[src/rtl/spdif_pair_fifo_if.sv]
// spdif_pair_fifo_if: bundles the sample input side and the frame output
// handshake of spdif_pair_fifo.
//   master : source/consumer side (drives data_i, ack_i, lrck_i, locked_i, ready_i)
//   slave  : the pairing FIFO (drives data_l_o, data_r_o, valid_o, level_o,
//            orphan_o, overflow_o)
interface spdif_pair_fifo_if #(
    parameter int FIFO_DEPTH_LOG2 = 3
);
    logic [23:0]              data_i;
    logic                     ack_i;
    logic                     lrck_i;
    logic                     locked_i;
    logic [23:0]              data_l_o;
    logic [23:0]              data_r_o;
    logic                     valid_o;
    logic                     ready_i;
    logic [FIFO_DEPTH_LOG2:0] level_o;
    logic                     orphan_o;
    logic                     overflow_o;

    modport master (
        output data_i, ack_i, lrck_i, locked_i, ready_i,
        input  data_l_o, data_r_o, valid_o, level_o, orphan_o, overflow_o
    );

    modport slave (
        input  data_i, ack_i, lrck_i, locked_i, ready_i,
        output data_l_o, data_r_o, valid_o, level_o, orphan_o, overflow_o
    );
endinterface

[src/rtl/spdif_pair_fifo.sv]
// spdif_pair_fifo: pairs each left subframe from the S/PDIF receiver with the
// following right subframe and buffers complete stereo frames in a FIFO of
// 2^FIFO_DEPTH_LOG2 entries, drained by a valid/ready handshake.
// Ports:
//   clk  : system clock (same domain as the receiver)
//   rst  : asynchronous active-high reset
//   bus  : spdif_pair_fifo_if.slave
//          data_i/ack_i/lrck_i/locked_i : per-subframe samples and lock level
//          data_l_o/data_r_o/valid_o/ready_i : head frame handshake
//          level_o    : stored frame count
//          orphan_o   : pulse, a sample was discarded by pairing
//          overflow_o : sticky, a complete frame was dropped on full FIFO
module spdif_pair_fifo #(
    parameter int FIFO_DEPTH_LOG2 = 3
) (
    input logic         clk,
    input logic         rst,
    spdif_pair_fifo_if.slave bus
);
    localparam int unsigned DEPTH = 1 << FIFO_DEPTH_LOG2;

    typedef enum logic {
        EMPTY  = 1'b0,
        HAVE_L = 1'b1
    } state_t;

    state_t      state;
    state_t      state_next;
    logic [23:0] l_hold;
    logic [23:0] l_hold_next;
    logic        push;
    logic        orphan_next;
    logic        orphan_q;
    logic        overflow_q;

    logic [FIFO_DEPTH_LOG2:0] wptr;
    logic [FIFO_DEPTH_LOG2:0] rptr;
    logic [47:0]              mem [DEPTH];
    logic                     empty;
    logic                     full;
    logic                     pop;
    logic                     wr_en;
    logic                     ovf_set;

    // Pairing FSM: state register
    always_ff @(posedge clk or posedge rst) begin
        if (rst) begin
            state    <= EMPTY;
            l_hold   <= '0;
            orphan_q <= 1'b0;
        end else begin
            state    <= state_next;
            l_hold   <= l_hold_next;
            orphan_q <= orphan_next;
        end
    end

    // Pairing FSM: next state. Loss of lock discards a held left sample
    // silently, regardless of any strobe in the same cycle.
    always_comb begin
        state_next  = state;
        l_hold_next = l_hold;
        push        = 1'b0;
        orphan_next = 1'b0;
        if (!bus.locked_i) begin
            state_next = EMPTY;
        end else if (bus.ack_i) begin
            unique case (state)
                EMPTY: begin
                    if (!bus.lrck_i) begin
                        l_hold_next = bus.data_i;
                        state_next  = HAVE_L;
                    end else begin
                        orphan_next = 1'b1;
                    end
                end
                HAVE_L: begin
                    if (!bus.lrck_i) begin
                        l_hold_next = bus.data_i;
                        orphan_next = 1'b1;
                    end else begin
                        push       = 1'b1;
                        state_next = EMPTY;
                    end
                end
                default: state_next = EMPTY;
            endcase
        end
    end

    // FIFO control: extra pointer MSB distinguishes full from empty
    assign empty   = (wptr == rptr);
    assign full    = (wptr[FIFO_DEPTH_LOG2] != rptr[FIFO_DEPTH_LOG2]) &&
                     (wptr[FIFO_DEPTH_LOG2-1:0] == rptr[FIFO_DEPTH_LOG2-1:0]);
    assign pop     = !empty && bus.ready_i;
    assign wr_en   = push && (!full || pop);
    assign ovf_set = push && full && !pop;

    always_ff @(posedge clk or posedge rst) begin
        if (rst) begin
            wptr       <= '0;
            rptr       <= '0;
            overflow_q <= 1'b0;
        end else begin
            if (wr_en) begin
                wptr <= wptr + 1'b1;
            end
            if (pop) begin
                rptr <= rptr + 1'b1;
            end
            if (ovf_set) begin
                overflow_q <= 1'b1;
            end
        end
    end

    // Frame storage, intentionally not reset
    always_ff @(posedge clk) begin
        if (wr_en) begin
            mem[wptr[FIFO_DEPTH_LOG2-1:0]] <= {l_hold, bus.data_i};
        end
    end

    assign bus.valid_o    = !empty;
    assign bus.data_l_o   = empty ? '0 : mem[rptr[FIFO_DEPTH_LOG2-1:0]][47:24];
    assign bus.data_r_o   = empty ? '0 : mem[rptr[FIFO_DEPTH_LOG2-1:0]][23:0];
    assign bus.level_o    = wptr - rptr;
    assign bus.orphan_o   = orphan_q;
    assign bus.overflow_o = overflow_q;
endmodule

[src/flat_wrapper.sv]
// flat-port wrapper written by rule: the top's interface ports become plain ports
module spdif_pair_fifo_flat 
#(
    parameter int FIFO_DEPTH_LOG2 = 3
)
  (clk, rst, bus_data_i, bus_ack_i, bus_lrck_i, bus_locked_i, bus_ready_i, bus_data_l_o, bus_data_r_o, bus_valid_o, bus_level_o, bus_orphan_o, bus_overflow_o);
  spdif_pair_fifo_if #(.FIFO_DEPTH_LOG2(FIFO_DEPTH_LOG2)) bus_i ();
  input logic clk;
  input logic rst;
  input wire logic [$bits(bus_i.data_i)-1:0] bus_data_i;
  input wire logic [$bits(bus_i.ack_i)-1:0] bus_ack_i;
  input wire logic [$bits(bus_i.lrck_i)-1:0] bus_lrck_i;
  input wire logic [$bits(bus_i.locked_i)-1:0] bus_locked_i;
  input wire logic [$bits(bus_i.ready_i)-1:0] bus_ready_i;
  output wire logic [$bits(bus_i.data_l_o)-1:0] bus_data_l_o;
  output wire logic [$bits(bus_i.data_r_o)-1:0] bus_data_r_o;
  output wire logic [$bits(bus_i.valid_o)-1:0] bus_valid_o;
  output wire logic [$bits(bus_i.level_o)-1:0] bus_level_o;
  output wire logic [$bits(bus_i.orphan_o)-1:0] bus_orphan_o;
  output wire logic [$bits(bus_i.overflow_o)-1:0] bus_overflow_o;
  assign bus_i.data_i = bus_data_i;
  assign bus_i.ack_i = bus_ack_i;
  assign bus_i.lrck_i = bus_lrck_i;
  assign bus_i.locked_i = bus_locked_i;
  assign bus_i.ready_i = bus_ready_i;
  assign bus_data_l_o = bus_i.data_l_o;
  assign bus_data_r_o = bus_i.data_r_o;
  assign bus_valid_o = bus_i.valid_o;
  assign bus_level_o = bus_i.level_o;
  assign bus_orphan_o = bus_i.orphan_o;
  assign bus_overflow_o = bus_i.overflow_o;
  spdif_pair_fifo #(.FIFO_DEPTH_LOG2(FIFO_DEPTH_LOG2)) u_core (.clk(clk), .rst(rst), .bus(bus_i));
endmodule
[config.mk]
export PLATFORM = sky130hd
export DESIGN_NAME = spdif_pair_fifo_flat
export DESIGN_NICKNAME = d
export VERILOG_FILES = /design/src/rtl/spdif_pair_fifo_if.sv /design/src/rtl/spdif_pair_fifo.sv /design/src/flat_wrapper.sv
export SDC_FILE = /design/constraint.sdc
export NUM_CORES = 1
export LEC_CHECK = 0
export CAP_MARGIN = 20
export CORE_MARGIN = 3
export CORE_UTILIZATION = 28
export DETAILED_ROUTE_END_ITERATION = 12
export GPL_TIMING_DRIVEN = 0
export MAX_ROUTING_LAYER = met4
export PLACE_DENSITY = 0.51
export SKIP_LAST_GASP = 1
export SLEW_MARGIN = 30
export SYNTH_ARGS = -nofsm -noshare
export SYNTH_HDL_FRONTEND = slang
export SYNTH_SLANG_ARGS = --single-unit
[constraint.sdc]
create_clock -name clk -period 7.9 [get_ports clk]
set_input_delay 1.58 -clock clk [delete_from_list [all_inputs] [get_ports clk]]
set_output_delay 1.58 -clock clk [all_outputs]
set_load 0.01 [all_outputs]
==> results.cfg <==
[sta]
relSlewSlack = 0.384
drv_slew = 0
rsz0062_at_grt = false
setup_viol = 0
finalCritPeriodShare = 0.726
timing.final.hold_violations = 0
tightest_slew_ns = 0.924
fin_crit_ns = 5.74
setup_tns_ns = 0
clock_skew_ns = 0.0111
fmax_mhz = 174
hold_slack_ns = 0.464

[yosys]
netlist_instances = 681
yosysWarnings = 0
yosys.area.top_type = edfxtp_1
synth_top_area_share = 0.724
ys_ff_latch = 419
synth_area_sq_um = 15900
ys_seq_area_frac = 0.779
synth_nets = 718
synthDistinctLibCells = 34
avgSynthCellArea_sq_um = 23.4
synth.area.top_cells = edfxtp_1 (72%), mux4_2 (14%), dfrtp_1 (5.5%)

[die]
core_area_sq_um = 55600
ios = 85
start_util = 0.286
die_w_microns = 244
rows = 86
fp.dieArea_sq_um = 59700
die_h_microns = 244

[layout]
area_growth_pct = 23.4
final_cell_area_sq_um = 19600
final_common_cell = edfxtp_1
fin_cells = 1650
layout.nets = 906
drive_above_1_share = 0.303
n_fill_cell = 5162
final_cell_mix = edfxtp_1 (384), mux4_2 (96), clkdlybuf4s50_1 (84), a22o_1 (48), clkbuf_16 (45)

[place]
globalplace.congestion = 0.698
placed_cells = 1572
place_area_sq_um = 18400
placement.io_buffers = 84
dpl.hpwl_microns = 25600

[setup_path]
rr_worst_depth = 13
start_kind = flip-flop
reg2reg_setup_slack_ns = 3.60
endpoint = bus_data_l_o[6]
path_buf_inv = 7
cpLargestDelayFamily = buffers and inverters
crit_fanout = 10
cpPeakStageDelay_ns = 0.57
cp_slowest_cell = clkdlybuf4s50_1
startpoint = u_core.rptr[1]
cp.depth = 12
cp.arrival_ns = 4.16
criticalPathCategory = flip-flop to output pin
r2r_start = u_core.rptr[1]
crit_required_ns = 6.32
endpoint_kind = output pin
timing.rr.end = u_core.mem[2][22]
critPathMostFrequentCell = buf_2
path_cells = buf_2, buf_2, buf_2, inv_1, ha_1, nand3_1, nand2b_2, and2_4, buf_6, buf_6, a22o_1, clkdlybuf4s50_1

[global_routing]
met2_usage = 0.214
grt_pass1_wl_microns = 55800
grt_max_degree = 18
use_met3 = 0.0212
gr-max-usage-layer = met2
grt_overflow = 0
first_global_vias = 8068
use_met1 = 0.172
track_usage = 0.131
antenna_found_initial = 1

[cts]
cts_root_buffer = clkbuf_16
cts_buffer_depth = 3
clk_pin_slew_worst_paths_ns = 0.06
cts_setup_buffers = 0
cts_tree = built
ctsHoldBuffers = 0
clock-sinks = 419
cts_resized = 0
clock_latency_ns = 0.54
htreeDepth = 2
numCtsBuffers = 43

[power_and_ir_drop]
powerDensity_nw_per_um2 = 343
power_mw = 6.75
vdd_drop_max_uv = 155
p_leak_nw = 6.49

[drt]
first_pass_iters = 5
vias = 7484
avgViaCountPerCell = 4.54
final_antenna_net_count = 0
drt_wl_total_microns = 37300
drc = 0
drtIter0Drc = 482
wire_per_inst_microns = 22.6

[hold_path]
min-delay-start = u_core.bus.overflow_o
holdCritPathClass = flip-flop to flip-flop

[run_status]
status = finished clean

[job]
cap_violations = 0
stage by stage:
step            util  setup WS, ns
2_1_floorplan      -         0.721
3_3_place_gp   0.318         -5.13
3_5_place_dp   0.330          2.62
4_1_cts        0.353          2.03
5_1_grt        0.353          1.93
6_report       0.353          2.16
flip-flops by register name, indices dropped and copies added (netlist names):
name / cells
u_core.bus.orphan_o: 1
u_core.bus.overflow_o: 1
u_core.l_hold: 24
u_core.mem: 384
u_core.rptr: 4
u_core.state: 1
u_core.wptr: 4
worst min-delay path by stage:
stage / end / slack (ns) / cells past startpoint
after floorplan: u_core.rptr[2] / 0.49 / 1
after global placement: u_core.bus.overflow_o / 0.45 / 1
after detailed placement: u_core.bus.overflow_o / 0.45 / 1
after CTS: u_core.bus.overflow_o / 0.47 / 1
after global routing: u_core.bus.overflow_o / 0.49 / 1
final: u_core.bus.overflow_o / 0.46 / 1
Yosys cell counts:
cell and n:
fa_1 1, nand2b_2 1, nand3b_1 1, nand2b_1 1, buf_2 15, ha_1 6, nand3_1 3, mux2_1 1
mux2_2 25, xnor2_1 5, a21o_1 2, clkbuf_1 10, nor3_2 1, mux4_2 96, edfxtp_1 384, nor4_1 1
a21oi_1 1, a22o_1 48, and3_1 2, xor2_1 4, and2_1 1, mux2i_1 1, and2_4 2, o31ai_4 1
buf_6 7, o21ai_0 1, nand2_1 2, inv_1 10, buf_4 2, nor3_1 5, dfrtp_1 35, xnor2_2 1
nor2_1 4, or2_2 1
per-layer routing:
metal | up-vias | wire (microns)
met5 | - | 0
met4 | 0 | 629
met3 | 54 | 1510
met2 | 175 | 18600
met1 | 3997 | 16600
li1 | 3258 | -
power breakdown:
group          leakage, nW  switching (mW)  total, mW  internal [mW]
registers             3.88          0.0910       2.61           2.52
logic                 1.98            1.09       2.27           1.18
clock network        0.632           0.799       1.87           1.07
total                 6.49            1.98       6.75           4.76
final cells by class:
class                      count  area (sq um)  area share
multi-input combinational    218          3310       0.169
inverter                      10          37.5     0.00191
antenna                        1          2.50    0.000127
buffer                        34           206      0.0105
clock buffer                  56          1170      0.0594
timing repair buffer         143          1460      0.0741
sequential                   419         12400       0.632
tap                          748           936      0.0476
clock inverter                21           119     0.00605
cells by family (layout without fill, tap and decap cells):
kind of cell,Yosys count,after routing,share of synthesized area
flip-flops,419,419,0.779
multiplexers,123,123,0.155
AO/OA/AOI/OAI,53,53,0.0293
buffers and inverters,44,264,0.0153
AND/OR/NAND/NOR,25,25,0.00904
XOR/XNOR,10,10,0.00597
adder cells (fa/ha/maj),7,7,0.00597
other,0,1,0
Note: power is estimated with default switching activity, not from simulation.
